**config.mk**
```make
export PLATFORM = sky130hd
export DESIGN_NAME = pipe_hazard_ctrl
export DESIGN_NICKNAME = d
export VERILOG_FILES = /design/src/rtl/pipe_hazard_ctrl.sv
export SDC_FILE = /design/constraint.sdc
export NUM_CORES = 1
export LEC_CHECK = 0
export CORE_MARGIN = 5
export CORE_UTILIZATION = 30
export CTS_BUF_LIST = sky130_fd_sc_hd__clkbuf_16
export DETAILED_ROUTE_END_ITERATION = 8
export PLACE_DENSITY = 0.52
export SYNTH_ARGS = -nofsm -noshare
export SYNTH_HDL_FRONTEND = slang
export SYNTH_SLANG_ARGS = --single-unit
```
**constraint.sdc**
```tcl
create_clock -name clk -period 3.24 [get_ports clk]
set_clock_uncertainty 0.15 [all_clocks]
set_input_delay 0.81 -clock clk [delete_from_list [all_inputs] [get_ports clk]]
set_output_delay 0.81 -clock clk [all_outputs]
set_load 0.03 [all_outputs]
```
**src/rtl/pipe_hazard_ctrl.sv**
```systemverilog
// rtl/pipe_hazard_ctrl.sv - pipeline hazard, flush and memory-hold sequencing controller
module pipe_hazard_ctrl #(
  parameter int REG_AW      = 3,
  parameter int BR_FLUSH    = 2,
  parameter int MEM_TIMEOUT = 15,
  parameter int CNT_W       = 16
) (
  input  logic              clk,
  input  logic              rst,
  input  logic              id_valid,
  input  logic [REG_AW-1:0] id_rs,
  input  logic              id_rs_used,
  input  logic [REG_AW-1:0] id_rt,
  input  logic              id_rt_used,
  input  logic              ex_valid,
  input  logic              ex_memread,
  input  logic [REG_AW-1:0] ex_rd,
  input  logic              br_taken,
  input  logic              mem_req,
  input  logic              mem_ack,
  output logic              pc_write,
  output logic              ifid_stall,
  output logic              ifid_flush,
  output logic              idex_bubble,
  output logic              pipe_hold,
  output logic              mem_timeout,
  output logic [CNT_W-1:0]  stall_cnt
);

  localparam int  FW          = (BR_FLUSH > 1) ? $clog2(BR_FLUSH) : 1;
  localparam int  WW          = $clog2(MEM_TIMEOUT + 1);
  localparam bit  MULTI_FLUSH = (BR_FLUSH > 1);

  typedef enum logic [1:0] {S_RUN, S_FLUSH, S_MEM_WAIT} state_t;

  state_t           state_q, state_d;
  logic [FW-1:0]    fcnt_q, fcnt_d;
  logic [WW-1:0]    wcnt_q, wcnt_d;
  logic             timeout_q, timeout_d;
  logic [CNT_W-1:0] stall_cnt_q, stall_cnt_d;

  logic lu;
  logic mem_stall;
  logic run_rules;

  assign lu = ex_valid & ex_memread & id_valid & (ex_rd != '0) &
              ((id_rs_used & (id_rs == ex_rd)) | (id_rt_used & (id_rt == ex_rd)));
  assign mem_stall = mem_req & ~mem_ack;

  always_comb begin
    state_d     = state_q;
    fcnt_d      = fcnt_q;
    wcnt_d      = wcnt_q;
    timeout_d   = timeout_q;
    run_rules   = 1'b0;
    pc_write    = 1'b1;
    ifid_stall  = 1'b0;
    ifid_flush  = 1'b0;
    idex_bubble = 1'b0;
    pipe_hold   = 1'b0;

    case (state_q)
      S_RUN: begin
        if (mem_stall) begin
          pipe_hold  = 1'b1;
          ifid_stall = 1'b1;
          pc_write   = 1'b0;
          wcnt_d     = WW'(1);
          state_d    = S_MEM_WAIT;
        end else begin
          run_rules = 1'b1;
        end
      end
      S_FLUSH: begin
        // ID holds wrong-path content here, so load-use is never evaluated
        if (mem_stall) begin
          pipe_hold  = 1'b1;
          ifid_stall = 1'b1;
          pc_write   = 1'b0;
        end else begin
          ifid_flush  = 1'b1;
          idex_bubble = 1'b1;
          fcnt_d      = fcnt_q - FW'(1);
          if (fcnt_q == FW'(1)) state_d = S_RUN;
        end
      end
      S_MEM_WAIT: begin
        if (!mem_ack) begin
          pipe_hold  = 1'b1;
          ifid_stall = 1'b1;
          pc_write   = 1'b0;
          if (wcnt_q == WW'(MEM_TIMEOUT)) begin
            timeout_d = 1'b1;
            wcnt_d    = '0;
            state_d   = S_RUN;
          end else begin
            wcnt_d = wcnt_q + WW'(1);
          end
        end else begin
          wcnt_d    = '0;
          state_d   = S_RUN;
          run_rules = 1'b1;
        end
      end
      default: state_d = S_RUN;
    endcase

    if (run_rules) begin
      if (br_taken) begin
        ifid_flush  = 1'b1;
        idex_bubble = 1'b1;
        pc_write    = 1'b1;
        if (MULTI_FLUSH) begin
          fcnt_d  = FW'(BR_FLUSH - 1);
          state_d = S_FLUSH;
        end
      end else if (lu) begin
        ifid_stall  = 1'b1;
        pc_write    = 1'b0;
        idex_bubble = 1'b1;
      end
    end

    stall_cnt_d = (!pc_write && (stall_cnt_q != '1)) ? stall_cnt_q + CNT_W'(1) : stall_cnt_q;

    // Reset drives a NOP into the pipe and keeps the PC still
    if (!rst) begin
      pc_write    = 1'b0;
      ifid_stall  = 1'b0;
      ifid_flush  = 1'b1;
      idex_bubble = 1'b1;
      pipe_hold   = 1'b0;
    end
  end

  always_ff @(posedge clk or negedge rst) begin
    if (!rst) begin
      state_q     <= S_RUN;
      fcnt_q      <= '0;
      wcnt_q      <= '0;
      timeout_q   <= 1'b0;
      stall_cnt_q <= '0;
    end else begin
      state_q     <= state_d;
      fcnt_q      <= fcnt_d;
      wcnt_q      <= wcnt_d;
      timeout_q   <= timeout_d;
      stall_cnt_q <= stall_cnt_d;
    end
  end

  assign mem_timeout = timeout_q;
  assign stall_cnt   = stall_cnt_q;

endmodule

```
After elaboration in Yosys (flattened, before gate mapping)
Index checks and enable logic that the tools add are counted.
- output and inout port bits: 22
- input bits: 19
- register bits: 24
- mux-type cells: 40
- equality and inequality tests: 7
- bitwise operators: 9
- $add $sub $neg: 3
- reductions and logical operators: 8
- operators with widths (cell ; count):
    two-way mux 1 bit ; 25
    adder 16 x 1 -> 16 bit, second input constant ; 1
    inequality test 16 bit, second input constant ; 1
    two-way mux 2 bit ; 7
    two-way mux 4 bit ; 3
    one-hot mux 4 bit (2 select lines) ; 1
    bitwise AND 1 bit ; 7
    equality test 3 bit ; 2
    one-hot mux 1 bit (2 select lines) ; 3
    one-hot mux 2 bit (3 select lines) ; 1
    adder 4 x 1 -> 4 bit, second input constant ; 1
    equality test 4 bit, second input constant ; 1
    AND reduction 3 bit ; 1
    nonzero test 3 bit ; 1
    equality test 2 x 1 -> 1 bit, second input constant ; 1
    equality test 2 bit, second input constant ; 1
    logical NOT 2 bit ; 1
    inequality test 2 bit, second input constant ; 1
    AND reduction 2 bit ; 1
    nonzero test 2 bit ; 1
    OR reduction 2 bit ; 1
    logical AND 1 bit ; 1
    logical NOT 1 bit ; 1
    inverter 1 bit ; 1
    2 further kinds ; 2

Longest topological paths before layout
- depth after elaboration: 9
- mapped depth: 7
- depth with buffers taken out: 6

Least setup slack after synthesis
Ideal clock, no wire load.
- path type: input to output
- start point: input port ex_rd[0]
- end point: output port ifid_stall
- data required time: 2.280 ns
- slack: -0.082 ns
- arrival time: 2.362 ns
- stages on the path: 6
- path through: xnor2_1 > nand4_1 > a2111oi_4 > buf_6 > nor2_1 > nor2b_1
- longest elaborated chain between the ends: 8
- elaborated cells between the ends (all ways): 12
- those cells by class: eq/ne: 2; mux: 4; bitwise: 5; reduce/logical: 1
- RTL lines (element ; RTL line ; RTL):
    from (decl) ; 17 ; input logic [REG_AW-1:0] ex_rd,
    equality test 3 bit ; 47 ; ((id_rs_used & (id_rs == ex_rd)) | (id_rt_used & (id_rt == ex_rd)));
    bitwise AND 1 bit ; 47 ;
    bitwise OR 1 bit ; 47 ;
    bitwise AND 1 bit * ; 46 ; assign lu = ex_valid & ex_memread & id_valid & (ex_rd != '0) &
    two-way mux 1 bit * ; 117 ; end else if (lu) begin
    two-way mux 1 bit * ; 109 ; if (br_taken) begin
    two-way mux 1 bit * ; 108 ; if (run_rules) begin
    two-way mux 1 bit * ; 127 ; if (!rst) begin
    to (decl) ; 22 ; output logic ifid_stall,
Mark *: on every way between the ends. The rest lies on a longest branch, timed or not.

Final worst setup path
- start point: input port id_rs[2]
- end point: output port idex_bubble
- longest elaborated chain between the ends: 8
- RTL lines (element ; RTL line ; RTL):
    from (decl) ; 11 ; input logic [REG_AW-1:0] id_rs,
    equality test 3 bit ; 47 ;
    bitwise AND 1 bit ; 47 ;
    bitwise OR 1 bit ; 47 ;
    bitwise AND 1 bit ; 46 ;
    two-way mux 1 bit ; 117 ;
    two-way mux 1 bit ; 109 ;
    two-way mux 1 bit ; 108 ;
    two-way mux 1 bit ; 127 ;
    to (decl) ; 24 ; output logic idex_bubble,
No other way between the ends.

==> reports/metrics.yaml <==
status:
  outcome: "complete, but fails checks"
  violations: "negative setup slack"
logic_synthesis:
  ys_ff_latch: 24
  netlist_top_cells_area: "dfrtp_1 (42%), xnor2_1 (11%), o211ai_1 (3.7%)"
  synth_ff_type: "dfrtp_1"
  syn_inst: 141
  syn_nets: 162
  postSynth.asyncResetShare_pct: 100
  syn_area_per_cell_sq_um: 10.1
  yosys_warnings: 0
  synth_top_area_share_pct: 42.3
  synth_area_sq_um: 1420
  synth_cell_type_count: 42
  synth-seq-area-share_pct: 42.3
  synth_common_cells: "dfrtp_1 (24), xnor2_1 (18), nand2_1 (9)"
  post-synth-top-count-cell: "dfrtp_1"
  synth_edf_count: 0
  yosysTopAreaCell: "dfrtp_1"
power:
  power_density_nw_per_um2: 559
  p_sw_mw: 0.417
  p_comb_share_pct: 39.9
  power_leakage_nw: 0.857
  intPower_mw: 0.745
  power_mw: 1.16
  pwr-share-clk_pct: 23.2
  ir_drop_uv: 259
  p_sw_share_pct: 35.9
  seqPwrFrac_pct: 36.9
setup_path:
  end_kind: "primary output"
  worstPathArrival_ns: 2.30
  crit_fanout: 2
  cp_cell_sequence: "dlygate4sd2_1 -> xnor2_1 -> nand4_1 -> buf_4 -> buf_4 -> a211o_4 -> nand3_4 -> buf_6"
  critPathMaxStageDelay_ns: 0.34
  critPathSlowestCell: "a211o_4"
  cp_common_cell: "buf_4"
  cp.required_ns: 2.28
  start_kind: "primary input"
  worstSetupPathType: "primary input to primary output"
global_route:
  grt_pass1_wl_microns: 6270
  antenna_found_initial: 0
  grt_remaining_overflow: 0
  grt_max_degree: 29
  grt_pass1_vias: 1323
  grt.total_usage_pct: 12.5
sta:
  setup_slack_ns: -0.0225
  maxSlewViolCount: 0
  worst_pin_slew_ns: 0.623
  rsz0062_at_grt: "true"
  max-slew-margin-rel_pct: 58.1
  hold_ws_ns: 0.325
  period_needed_ns: 3.26
  hold_viol_final: 0
  fin_tns_setup_ns: -0.0225
  fin_crit_sh_pct: 101
  max_freq_mhz: 307
  finalSetupViolCount: 1
die:
  die_h_microns: 78.8
  dieArea_sq_um: 6210
  core_area_sq_um: 4660
  start_util_pct: 30.5
  fp-row-count: 25
  io-pin-count: 41
  die_w_microns: 78.8
detailed_routing:
  routedWlPerCell_microns: 15.0
  finalWirelength_microns: 3740
  drc: 0
  firstDrtPassIters: 4
  ant_nets: 0
  avgViaCountPerCell: 5.21
  via_count: 1297
  drt_iter0_drc: 33
final_layout:
  layout.cells.non_filler: 249
  final_nets: 217
  design_area_sq_um: 2080
  finish.utilization_pct: 44.6
  fillCellCount: 458
  drive_above_1_share_pct: 19.0
  diodes: 0
  synthToLayoutAreaGrowth_pct: 46.1
placement:
  gp_congestion: 0.759
  place_hpwl_microns: 2730
  numPortBuffers: 40
  place_ws_ns: -0.698
  placed_cells: 241
  place_area_sq_um: 1930
flow_run:
  cap_violations: 0
clock_tree:
  path_clk_slew_ns: 0.06
  cts_tree: "done"
  cts_root_buffer: "clkbuf_16"
  cts-htree-levels: 1
  cts_buffers: 3
  insertion_delay_ns: 0.25
  cts_max_path_buffers: 2
  clock-sinks: 24
hold_path:
  hold_path_class: "register to register"
## critical path, delay by kind of cell
| family | cells | cell delay [ns] |
|---|---|---|
| buf+inv | 4 | 0.67 |
| compound gates | 1 | 0.34 |
| simple gates | 2 | 0.28 |
| xor+xnor | 1 | 0.20 |
## state kept, by name, indices dropped and copies added (netlist names)
| register | cells |
|---|---|
| wcnt_q | 4 |
| state_q | 2 |
| mem_timeout | 1 |
| fcnt_q | 1 |
| stall_cnt | 16 |
## repair_timing
| item | in CTS | in global routing |
|---|---|---|
| pin swaps | 12 | 7 |
| setup buffers | 5 | 1 |
| endpoints found under the setup margin | 4 | 2 |
| resized for setup | 32 | 9 |
| hold buffers | 0 | 0 |
## power by group through the flow
stage / Sequential (mW) / Clock (mW) / Combinational, mW
global placement: 0.430 / 0 / 0.446
detailed placement: 0.435 / 0 / 0.448
floorplan: 0.494 / 0 / 0.202
finish: 0.429 / 0.269 / 0.464
CTS: 0.430 / 0.280 / 0.456
global route: 0.441 / 0.295 / 0.509
## path summary, 6_finish.rpt
path	from	endpoint	slack [ns]	cells past startpoint
worst min register to register	mem_timeout$_DFFE_PN0P_	mem_timeout$_DFFE_PN0P_	0.32	1
worst max-delay path	id_rs[2]	idex_bubble	-0.02	8
min in group asynchronous	rst	state_q[0]$_DFF_PN0_	0.90	2
worst min-delay path	mem_timeout$_DFFE_PN0P_	mem_timeout$_DFFE_PN0P_	0.32	1
max in group asynchronous	rst	stall_cnt[13]$_DFFE_PN0P_	1.78	2
worst max register to register	stall_cnt[0]$_DFFE_PN0P_	stall_cnt[1]$_DFFE_PN0P_	1.04	6
## kinds of logic (layout without fill, tap and decap cells)
group           count (synthesis)  count (layout)  share of synthesized area (%)
flops                          24              24                           42.3
simple gates                   49              49                           18.2
mux                             4               4                           3.17
buf+inv                         7              61                           2.55
fa+ha+maj                       2               2                           1.76
xor+xnor                       18              18                           11.1
compound gates                 37              37                           21.0
## layer usage
metal  up-vias  share of wire [%]  wire length (microns)  track usage, %
met2        21                 48                   1800            21.1
met1       639                 47                   1770            16.3
met4         0               0.51                     19            2.58
li1        635                  -                      -               -
met3         2                4.1                    154            3.06
met5         -                  0                      0               0
## cells in the final DEF (no fill, tap or decap), types with 4 or more instances in the layout
| cell type | instances |
|---|---|
| dlygate4sd2_1 | 10 |
| clkdlybuf4s15_1 | 4 |
| o211ai_1 | 7 |
| dfrtp_1 | 24 |
| o2111ai_1 | 5 |
| clkdlybuf4s50_1 | 20 |
| and3_1 | 5 |
| xnor2_1 | 18 |
| buf_4 | 15 |
| buf_6 | 4 |
| o21ai_0 | 6 |
| nor2_1 | 6 |
| nand2_1 | 9 |
| nor2b_1 | 4 |
| nand3_1 | 6 |
## final cells by class
type	count	area [sq um]	share of cell area (%)
clock buffers	3	75.1	3.61
clock inverters	1	3.75	0.181
inverters	3	11.3	0.542
multi-input cells	110	828	39.9
flip-flops and latches	24	601	28.9
well taps	54	67.6	3.25
repair buffers	54	490	23.6
No activity file was read; power rests on OpenSTA's default activity.
